==> src/rtl/fifo_tx_drain.sv <==
// fifo_tx_drain
// Pulls bytes one at a time from the receive buffer and offers each to the
// UART transmitter over a valid/ready handshake. A new read is started only
// when enabled, CTS is asserted and the buffer is non-empty. Once a byte has
// been requested it is always delivered. A read with no response raises a
// sticky timeout error.
//
// Ports
//   clk, rst                 system clock, async active-high reset
//   enable, cts_n            gate new fetches (cts_n active-low)
//   fifo_empty               buffer empty flag, looked at only in IDLE
//   fifo_rd_en               one-cycle read request (registered)
//   fifo_rd_data/_valid      read response from the buffer
//   tx_data, tx_valid        byte offered to the transmitter (registered)
//   tx_ready                 transmitter accepts the byte
//   busy                     any state other than IDLE
//   sent_count               bytes accepted by the transmitter, wraps
//   timeout_err, clr_err     sticky read-timeout flag and its clear
//
// state     | meaning
// IDLE      | waiting for enable && !cts_n && !fifo_empty
// FETCH     | fifo_rd_en high for this single cycle
// WAIT_DATA | waiting for fifo_rd_valid, counting toward timeout
// SEND      | tx_valid held until tx_ready
module fifo_tx_drain #(
  parameter int TIMEOUT_CYCLES = 16,
  parameter int COUNT_WIDTH    = 16
) (
  input  logic                   clk,
  input  logic                   rst,
  input  logic                   enable,
  input  logic                   cts_n,
  input  logic                   fifo_empty,
  output logic                   fifo_rd_en,
  input  logic [7:0]             fifo_rd_data,
  input  logic                   fifo_rd_valid,
  output logic [7:0]             tx_data,
  output logic                   tx_valid,
  input  logic                   tx_ready,
  output logic                   busy,
  output logic [COUNT_WIDTH-1:0] sent_count,
  output logic                   timeout_err,
  input  logic                   clr_err
);

  localparam int TW = $clog2(TIMEOUT_CYCLES + 1);

  typedef enum logic [1:0] {
    S_IDLE      = 2'd0,
    S_FETCH     = 2'd1,
    S_WAIT_DATA = 2'd2,
    S_SEND      = 2'd3
  } state_t;

  state_t                 state_q, state_d;
  logic                   fifo_rd_en_q, fifo_rd_en_d;
  logic [7:0]             tx_data_q, tx_data_d;
  logic                   tx_valid_q, tx_valid_d;
  logic [COUNT_WIDTH-1:0] sent_count_q, sent_count_d;
  logic                   timeout_err_q, timeout_err_d;
  logic [TW-1:0]          tmo_q, tmo_d;

  logic [TW-1:0] tmo_inc;
  logic          tmo_hit;
  logic          handshake;

  assign tmo_inc   = tmo_q + TW'(1);
  // Timeout fires on the cycle the incremented count would reach the limit,
  // so the error flag lands exactly TIMEOUT_CYCLES edges after entering WAIT_DATA.
  assign tmo_hit   = (state_q == S_WAIT_DATA) && !fifo_rd_valid
                     && (tmo_inc == TW'(TIMEOUT_CYCLES));
  assign handshake = (state_q == S_SEND) && tx_valid_q && tx_ready;

  // State register and registered outputs
  always_ff @(posedge clk or posedge rst) begin
    if (rst) begin
      state_q       <= S_IDLE;
      fifo_rd_en_q  <= 1'b0;
      tx_data_q     <= 8'h00;
      tx_valid_q    <= 1'b0;
      sent_count_q  <= '0;
      timeout_err_q <= 1'b0;
      tmo_q         <= '0;
    end else begin
      state_q       <= state_d;
      fifo_rd_en_q  <= fifo_rd_en_d;
      tx_data_q     <= tx_data_d;
      tx_valid_q    <= tx_valid_d;
      sent_count_q  <= sent_count_d;
      timeout_err_q <= timeout_err_d;
      tmo_q         <= tmo_d;
    end
  end

  // Next-state logic
  always_comb begin
    state_d = state_q;
    case (state_q)
      S_IDLE:      if (enable && !cts_n && !fifo_empty) state_d = S_FETCH;
      S_FETCH:     state_d = S_WAIT_DATA;
      S_WAIT_DATA: begin
        if (fifo_rd_valid) state_d = S_SEND;
        else if (tmo_hit)  state_d = S_IDLE;
      end
      S_SEND:      if (handshake) state_d = S_IDLE;
      default:     state_d = S_IDLE;
    endcase
  end

  // Output / datapath logic. Outputs are registered, so they are computed
  // from the state being entered.
  always_comb begin
    fifo_rd_en_d  = (state_d == S_FETCH);
    tx_valid_d    = (state_d == S_SEND);
    tx_data_d     = tx_data_q;
    sent_count_d  = sent_count_q;
    timeout_err_d = timeout_err_q;
    tmo_d         = tmo_q;

    if (state_q == S_FETCH) tmo_d = '0;
    else if (state_q == S_WAIT_DATA && !fifo_rd_valid) tmo_d = tmo_inc;

    if (state_q == S_WAIT_DATA && fifo_rd_valid) tx_data_d = fifo_rd_data;

    if (handshake) sent_count_d = sent_count_q + COUNT_WIDTH'(1);

    // Set takes priority over clear when both happen together.
    if (tmo_hit)      timeout_err_d = 1'b1;
    else if (clr_err) timeout_err_d = 1'b0;
  end

  assign fifo_rd_en  = fifo_rd_en_q;
  assign tx_data     = tx_data_q;
  assign tx_valid    = tx_valid_q;
  assign sent_count  = sent_count_q;
  assign timeout_err = timeout_err_q;
  assign busy        = (state_q != S_IDLE);

endmodule

==> config.mk <==
export PLATFORM = sky130hd
export DESIGN_NAME = fifo_tx_drain
export DESIGN_NICKNAME = d
export VERILOG_FILES = /design/src/rtl/fifo_tx_drain.sv
export SDC_FILE = /design/constraint.sdc
export NUM_CORES = 1
export LEC_CHECK = 0
export ABC_AREA = 1
export ABC_CLOCK_PERIOD_IN_PS = 3800
export CAP_MARGIN = 5
export CORE_MARGIN = 2
export CORE_UTILIZATION = 51
export CTS_CLUSTER_SIZE = 24
export DETAILED_ROUTE_END_ITERATION = 6
export PLACE_DENSITY_LB_ADDON = 0.2
export SYNTH_ARGS = -nofsm -noshare
export SYNTH_HDL_FRONTEND = slang
export SYNTH_SLANG_ARGS = --single-unit
export TNS_END_PERCENT = 5
==> constraint.sdc <==
create_clock -name clk -period 3.8 [get_ports clk]
set_input_delay 1.14 -clock clk [delete_from_list [all_inputs] [get_ports clk]]
set_output_delay 1.14 -clock clk [all_outputs]
set_load 0.01 [all_outputs]
==> metrics.md <==
| Metric | Value |
|---|---|
| Critical Path RT | 2.66 ns |
| Clock root cell | clkbuf_4 |
| Post-DR wirelength/cell | 11.08 um |
| Critical path depth | 3 |
| Max rail drop VDD | 0.3824 mV |
| Fin crit period | 2.604 ns |
| Library cells used by synthesis | 23 |
| Post-synthesis mux area share | 0.6231% |
| Final worst-path cycle share | 68.54% |
| Worst setup path class | reg -> out |
| GRT Overall Usage | 19.78% |
| Post-Route WL | 3.113 mm |
| Syn nets | 206 |
| CP arrival | 1.46 ns |
| Final net count | 256 |
| Main combinational cell family by area after synthesis | simple AND/OR/NAND/NOR gates |
| Maximum Capacitance Violations | 0 |
| Starting DRT DRC Count | 43 |
| Worst reg2reg path depth | 6 |
| Synth Area in Adders | 2.336% |
| CP Cell Sequence | nor2_1 -> inv_1 -> clkdlybuf4s50_1 |
| Commonest cells after routing, fill and taps aside | nand2_1 (65), clkdlybuf4s50_1 (43), dfrtp_1 (34) |
| Vias | 1318 |
| #FFs+latches synth | 34 |
| # Post-CTS Setup Buffers | 0 |
| I/O Pins | 44 |
| Sequential-to-total area share from yosys stat | 52.96% |
| Final instance area | 0.002133 mm2 |
| Worst-margin pin slew | 0.5060 ns |
| Longest Clk Path Bufs | 2 |
| Critical path's slowest cell | clkdlybuf4s50_1 |
| First-pass DRT Iterations | 4 |
| ANT nets after route | 0 |
| CTS tree | built |
| Max Transition Viols Final | 0 |
| Antenna violations before repair | 0 |
| Routability cong. | 0.7829 |
| Critical path launch point type | flop |
| Syn Inst Count | 187 |
| Layout cells sized above 1 | 7.173% |
| Slew Limit Headroom | 65.91% |
| Row cnt | 20 |
| Post-synthesis average cell area | 8.591 um2 |
| Mapped Area | 0.001607 mm2 |
| Core area | 0.003028 mm2 |
| Warnings from Yosys | 0 |
| Power Density | 554.9 mW/mm2 |
| Cts repair resizes | 0 |
| Fin Setup TNS | 0 ns |
| Compound-cell area share of the yosys netlist | 3.738% |
| CP endpoint kind | primary output |
| Layout area overhead | 32.79% |
| Post-DP HPWL | 2.295 mm |
| Run status | complete, no violations |
| # diodes | 0 |
| DIE AREA | 0.003615 mm2 |
| Worst Path Buf+Inv | 2 |
| Hold Path Class | reg -> reg |
| Maximum clock rate | 0.3840 GHz |
| Placed inst area | 0.002088 mm2 |
| CTS buffer count | 5 |
| Vias in the first global route | 1261 |
| Largest net degree at the start of global routing | 35 |
| Hold buffers post-CTS | 0 |
| Die W | 60.13 um |
| Crit path max fanout | 4 |
| Vias per inst | 4.690 |
| Synth Area in XOR/XNOR | 5.997% |
| Tot Pwr | 1184 uW |
| GR Overflow Total | 0 |
| IO Port Bufs | 43 |
| Commonest non-fill, non-tap cell in the layout | nand2_1 |
| Simple-Gate Fraction of Synth Area | 28.27% |
| Worst path max stage delay | 0.48 ns |
| RSZ-0062 raised after global routing | no |
| Die Ht | 60.13 um |
| Fillcell total | 248 |
| Initial Util | 53.06% |
| Worst Skew | 0.004649 ns |
| # H-tree levels | 2 |
| Hold Violations, Final | 0 |
| Leak pwr | 0.001027 uW |
| DRC | 0 |
| WHS Path Cells | 2 |
| Family with the most delay on the worst path | buffers and inverters |
| First-pass GRT wire length | 5.244 mm |
| Clock transition at path regs | 0.09 ns |
| CTS Sinks | 34 |
| Worst-Skew Late Latency | 0.33 ns |
| Final setup vio count | 0 |
logic make-up after synthesis:
group / after synthesis
and+or+nand+nor: 103
AOI/OAI and AO/OA: 11
DFF: 34
muxes: 1
buffers and inverters: 24
adders and majority gates: 3
xor gates and xnor gates: 11
power breakdown:
group | leakage [uW] | total [uW] | internal, uW | switching, uW
sequential | 0.000430 | 547 | 461 | 86.8
clock | 0.0000254 | 181 | 69.7 | 111
combinational | 0.000571 | 456 | 227 | 228
total | 0.00103 | 1180 | 758 | 426
synthesized netlist by cell type:
library cell  instances  area [um2]
a21oi_1               3       15.01
buf_6                 1       11.26
dfrtp_1              34       850.8
ha_1                  3       37.54
inv_1                22       82.58
inv_2                 1       3.750
mux2i_1               1       10.01
nand2_1              65       244.0
nand2_2               1       6.260
nand3_1               9       45.04
nand4_1               2       12.51
nand4_4               1       21.27
nor2_1               15       56.30
nor2_2                6       37.54
nor2_4                1       11.26
nor3_1                1       5.000
nor4b_1               1       8.760
o21ai_0               6       30.03
o21ai_2               1       8.760
o22ai_1               1       6.260
or2_1                 1       6.260
xnor2_1               2       17.52
xor2_1                9       78.83
worst reg2reg max path, stage by stage (launching register included):
cell	delay, ns
dfrtp_1	0.40
nand2_2	0.08
nor2_2	0.42
nand3_1	0.27
nor2_2	0.22
nand2_1	0.10
xor2_1	0.15
stage by stage:
stage	util [%]	std cells	worst slack [ns]	hold slack, ns
2_1_floorplan	-	187	1.876	0.5015
3_3_place_gp	68.97	274	0.9717	0.4539
3_5_place_dp	68.97	274	0.8845	0.4580
4_1_cts	70.45	281	1.170	0.4808
5_1_grt	70.45	281	1.087	0.5099
6_report	70.45	281	1.196	0.4784
final cells by class:
type                            instances  area, um2  share of cell area [%]
Tap cell                               44      55.05                   2.581
Inverter                               23      86.33                   4.047
Clock buffer                            7      45.04                   2.111
Timing Repair Buffer                   44      437.9                   20.53
Sequential cell                        34      850.8                   39.88
Multi-Input combinational cell        129      658.1                   30.85
sequential cells by signal (all words and copies together), names as in the netlist:
| register | count |
|---|---|
| tx_data | 8 |
| fifo_rd_en | 1 |
| timeout_err | 1 |
| state_q | 2 |
| tx_valid | 1 |
| tmo_q | 5 |
| sent_count | 16 |
layer usage:
metal | vias up | track usage, % | routed length [um]
li1 | 676 | - | -
met1 | 595 | 24.65 | 1476
met2 | 39 | 31.52 | 1427
met3 | 8 | 6.926 | 161
met4 | 0 | 7.619 | 47
met5 | - | 0 | 0
path summary, 6_finish.rpt:
path,start,to,slack (ns)
max,state_q[0],busy,1.20
min,tx_data[3],tx_data[3],0.48
max reg2reg,state_q[1],sent_count[12],2.05
min reg2reg,tx_data[3],tx_data[3],0.48
max in group asynchronous,rst,tx_data[4],2.30
min in group asynchronous,rst,sent_count[11],1.20
Note: power is estimated with default switching activity, not from simulation.
